`config.mk`:
```
export PLATFORM = sky130hd
export DESIGN_NAME = seg_pattern_capture
export DESIGN_NICKNAME = d
export VERILOG_FILES = /design/src/rtl/seg_pattern_capture.sv
export SDC_FILE = /design/constraint.sdc
export NUM_CORES = 1
export LEC_CHECK = 0
export BUFFER_PORTS_ARGS = -buffer_cell sky130_fd_sc_hd__buf_4
export CORE_ASPECT_RATIO = 1.5
export CORE_MARGIN = 1.5
export CORE_UTILIZATION = 48
export DETAILED_ROUTE_END_ITERATION = 7
export GPL_ROUTABILITY_DRIVEN = 0
export PLACE_DENSITY = 0.7
export SLEW_MARGIN = 15
export SYNTH_ARGS = -nofsm -noshare
export SYNTH_HDL_FRONTEND = slang
export SYNTH_SLANG_ARGS = --single-unit
```
`constraint.sdc`:
```
create_clock -name clk -period 2.05 [get_ports clk]
set_clock_uncertainty 0.1 [all_clocks]
set_input_delay 0.41 -clock clk [delete_from_list [all_inputs] [get_ports clk]]
set_output_delay 0.41 -clock clk [all_outputs]
set_load 0.005 [all_outputs]
```
`src/rtl/seg_pattern_capture.sv`:
```
// Recovers digit values from an active-low, time-multiplexed 7-segment bus.
// Each slot debounces its own pattern and commits a decoded value once the pattern is stable.
module seg_pattern_capture #(
   parameter int NUM_DIGITS   = 4,
   parameter int STABLE_COUNT = 3
) (
   input  logic                    clk,
   input  logic                    rst,
   input  logic [6:0]              seg_in,
   input  logic [2:0]              digit_idx,
   input  logic                    seg_strobe,
   output logic [4*NUM_DIGITS-1:0] digits,
   output logic [NUM_DIGITS-1:0]   blank_mask,
   output logic [NUM_DIGITS-1:0]   err_mask,
   output logic                    update,
   output logic [2:0]              update_idx
);

   localparam int CW = (STABLE_COUNT < 2) ? 1 : $clog2(STABLE_COUNT + 1);
   localparam logic [CW-1:0] CNT_MAX  = CW'(STABLE_COUNT);
   localparam logic [CW-1:0] CNT_LAST = CW'(STABLE_COUNT - 1);
   localparam logic          ONE_SHOT = (STABLE_COUNT == 1);

   logic [3:0]            dec_value;
   logic                  dec_blank;
   logic                  dec_err;
   logic                  slot_hit;
   logic [NUM_DIGITS-1:0] commit;
   logic                  update_reg;
   logic [2:0]            update_idx_reg;

   // Exact-match decode of the raw bus; only the current strobe's slot ever uses it.
   always_comb begin
      dec_value = 4'hF;
      dec_blank = 1'b0;
      dec_err   = 1'b0;
      case (seg_in)
         7'b1000000: dec_value = 4'd0;
         7'b1111001: dec_value = 4'd1;
         7'b0100100: dec_value = 4'd2;
         7'b0110000: dec_value = 4'd3;
         7'b0011001: dec_value = 4'd4;
         7'b0010010: dec_value = 4'd5;
         7'b0000010: dec_value = 4'd6;
         7'b1111000: dec_value = 4'd7;
         7'b0000000: dec_value = 4'd8;
         7'b0010000: dec_value = 4'd9;
         7'b1111111: dec_blank = 1'b1;
         default:    dec_err   = 1'b1;
      endcase
   end

   assign slot_hit = seg_strobe && ({1'b0, digit_idx} < 4'(NUM_DIGITS));

   genvar gi;
   generate
      for (gi = 0; gi < NUM_DIGITS; gi++) begin : g_slot
         logic [6:0]    cand_reg;
         logic [CW-1:0] cnt_reg;
         logic [3:0]    value_reg;
         logic          blank_reg;
         logic          err_reg;
         logic          sel;
         logic          differs;

         assign sel     = slot_hit && (digit_idx == 3'(gi));
         assign differs = (seg_in != cand_reg);
         // A new pattern restarts the run; a repeat commits only on reaching the threshold.
         assign commit[gi] = sel && (differs ? ONE_SHOT : (cnt_reg == CNT_LAST));

         always_ff @(posedge clk) begin
            if (rst) begin
               cand_reg  <= 7'b1111111;
               cnt_reg   <= '0;
               value_reg <= 4'hF;
               blank_reg <= 1'b1;
               err_reg   <= 1'b0;
            end else begin
               if (sel) begin
                  if (differs) begin
                     cand_reg <= seg_in;
                     cnt_reg  <= CW'(1);
                  end else if (cnt_reg < CNT_MAX) begin
                     cnt_reg <= cnt_reg + CW'(1);
                  end
               end
               if (commit[gi]) begin
                  value_reg <= dec_value;
                  blank_reg <= dec_blank;
                  err_reg   <= dec_err;
               end
            end
         end

         assign digits[4*gi +: 4] = value_reg;
         assign blank_mask[gi]    = blank_reg;
         assign err_mask[gi]      = err_reg;
      end
   endgenerate

   always_ff @(posedge clk) begin
      if (rst) begin
         update_reg     <= 1'b0;
         update_idx_reg <= 3'd0;
      end else begin
         update_reg <= |commit;
         if (|commit) begin
            update_idx_reg <= digit_idx;
         end
      end
   end

   assign update     = update_reg;
   assign update_idx = update_idx_reg;

endmodule

```
==> summary.md <==
| Metric | Value |
|---|---|
| Cell row count | `36` |
| Syn_nets | `385` |
| Crit path max fanout | `6` |
| DR vias/cell | `5.43` |
| Bufs and invs on worst path | `0` |
| Fraction of layout instances using a drive strength above 1 | `0.248` |
| Top cells by area, synth | `dfxtp_1 (39%), mux2i_1 (8.2%), nand2_1 (6.0%)` |
| Initial Utilization | `0.501` |
| Dpl cells | `476` |
| Power share of the combinational group | `0.092` |
| Post-synth top area cell | `dfxtp_1` |
| Post-CTS sizing | `0` |
| Final period utilization | `0.906` |
| Number of flops mapped to enable cells by yosys | `0` |
| Final Max Slew Viols | `0` |
| Cell Area, Synth | `0.00329 mm²` |
| Combinational family with the most area after synthesis | `simple AND/OR/NAND/NOR gates` |
| Vias | `2672` |
| Slowest CP cell | `and4_1` |
| Filler instances | `593` |
| Port buffer count | `40` |
| Share of the synthesized area in the top cell type | `0.389` |
| Commonest cells post-synth | `dfxtp_1 (64), nand2_1 (53), mux2i_1 (27)` |
| Die X | `70.6 µm` |
| RSZ-0062 raised after global routing | `no` |
| Post-DP HPWL | `5.20 mm` |
| Post-synthesis async set-or-reset flop share | `0` |
| CTS clk-pin slew, worst paths | `70 ps` |
| Switch share | `0.237` |
| CP Launch Type | `flop` |
| Pwr/cell area | `690 mW/mm²` |
| Global-route wire length before repair | `12.1 mm` |
| CP max stage delay | `440 ps` |
| Simple-gate area share of the yosys netlist | `0.223` |
| Hold Path Depth | `3` |
| FF+latch count, synth | `64` |
| DRC | `0` |
| Worst Max-Slew Pin Slew | `432 ps` |
| Worst skew pair latency | `350 ps` |
| Status | `complete, no violations` |
| WS Path Type | `reg -> reg` |
| Hold Vio Cnt, Final | `0` |
| Non-Filler Instances | `492` |
| CTS H-tree depth | `3` |
| Synth cell types | `50` |
| Internal power | `0.00208 W` |
| TritonCTS Sinks | `64` |
| Final nets | `432` |
| Placed instance area | `0.00373 mm²` |
| Total grt overflow | `0` |
| Area grow syn2layout | `20.0%` |
| ANT nets after route | `0` |
| Adder-cell share of the synthesized area | `0.0304` |
| Critical Path AT | `2030 ps` |
| Register area share after synthesis | `0.389` |
| TritonRoute pass-1 iters | `4` |
| CTS Hold Buffers Added | `0` |
| Worst R2R Setup Slack | `190 ps` |
| FMAX | `538 MHz` |
| ANT cells | `0` |
| Minimum clock period | `1860 ps` |
| Initial antenna violation count | `0` |
| Sequential share of power | `0.467` |
| Clk network pwr share | `0.441` |
| Post-Synthesis Cells | `364` |
| R2R depth | `5` |
| Clk buf depth | `2` |
| XOR/XNOR share of the synthesized area | `0.0821` |
| Core area | `0.00658 mm²` |
| Die footprint | `0.00737 mm²` |
| Vias in the first global route | `2571` |
| Setup TNS | `0 ps` |
| Relative slew slack | `0.704` |
| Worst-path cell chain | `xor2_2 -> nor4_4 -> and4_1 -> nor3_1 -> nor4_2` |
| Hold WC Path Type | `in -> reg` |
| Count leader, synth | `dfxtp_1` |
| Routed len/inst | `14.4 µm` |
| Multiplexer area fraction after synthesis | `0.0821` |
| TritonCTS clock tree | `yes` |
| Tot Pwr | `0.00272 W` |
| Delay-heaviest family, CP | `simple AND/OR/NAND/NOR gates` |
| Tot GR Track Use | `0.205` |
| Worst setup EP type | `flop` |
| Pin count of the biggest net entering global routing | `30` |
| YS warnings | `0` |
| Max Cap Viol | `0` |
| Maximum VDD drop | `0.000492 V` |
| Max reg flops | `28` |
| Psw | `0.000646 W` |
| Post-route cell area | `0.00395 mm²` |
| Cts bufs inserted | `9` |
| 1st-iter DRT viols | `142` |
| Lkg Pwr | `1.58 nW` |
| Final setup viols | `0` |
| Syn Area/Cell | `9.04 µm²` |
| Crit path depth | `5` |
| Die height | `104 µm` |
| CTS root buf | `clkbuf_8` |
| Top_reg_cell synth | `dfxtp_1` |
| I/O pin count | `41` |
| Drt total wl | `7.11 mm` |
| Compound-Gate Fraction of Synth Area | `0.108` |
| Data required time of the worst path | `2220 ps` |
| Postcts setup bufs | `0` |
-- cell type report --
type	instances	area, µm²	share of cell area
Multi-Input combinational cell	250	1730	0.438
Sequential cell	64	1280	0.324
Timing Repair Buffer	73	573	0.145
Clock buffer	10	138	0.0348
Tap cell	76	95.1	0.0241
Clock inverter	6	82.6	0.0209
Inverter	13	48.8	0.0124
-- cell usage in the layout (no fill, tap or decap), drive strengths merged, types with 9 or more instances in the layout --
cell    count
xnor2      21
clkbuf     10
a21oi      21
buf        73
nor3       17
dfxtp      64
xor2        9
inv        13
nand3      10
mux2i      27
nand2      54
nand4      10
o21ai      10
-- worst min-delay path: stages --
cell and delay (ps):
buf_4 130, mux2i_1 80, nand2_1 50
-- cells by family after synthesis --
kind of cell,after synthesis
AND/OR/NAND/NOR,130
flip-flops,64
AO/OA/AOI/OAI,55
buffers and inverters,50
XOR/XNOR,30
multiplexers,27
adder cells (fa/ha/maj),8
-- through the flow --
| stage | worst slack, ps | util | hold slack (ps) |
|---|---|---|---|
| after floorplan | 133 | - | 332 |
| after global placement | -17.5 | 0.567 | 356 |
| after detailed placement | -41.7 | 0.567 | 356 |
| after CTS | 191 | 0.601 | 254 |
| after global routing | 51.8 | 0.601 | 272 |
| final | 192 | 0.601 | 256 |
-- layer usage --
metal | vias to the layer above | part of all wire | global-route usage
met2 | 54 | 0.52 | 0.358
li1 | 1348 | - | -
met4 | 0 | 0.023 | 0.0687
met5 | - | 0 | 0
met3 | 13 | 0.041 | 0.0543
met1 | 1257 | 0.42 | 0.240
-- power groups by stage --
stage,registers (W),clock network (W),logic [W]
floorplan,0.00130,0,0.000179
CTS,0.00127,0.00122,0.000251
finish,0.00127,0.00120,0.000250
global placement,0.00130,0,0.000246
detailed placement,0.00130,0,0.000250
global route,0.00127,0.00127,0.000277
-- final timing paths --
path,from,endpoint
setup / recovery,g_slot[3].cand_reg[3],update_idx[1]
hold / removal,seg_in[4],g_slot[0].cand_reg[4]
hold reg to reg,g_slot[3].cnt_reg[1],g_slot[3].cnt_reg[1]
setup reg to reg,g_slot[3].cand_reg[3],update_idx[1]
(Power assumes the default switching activity.)
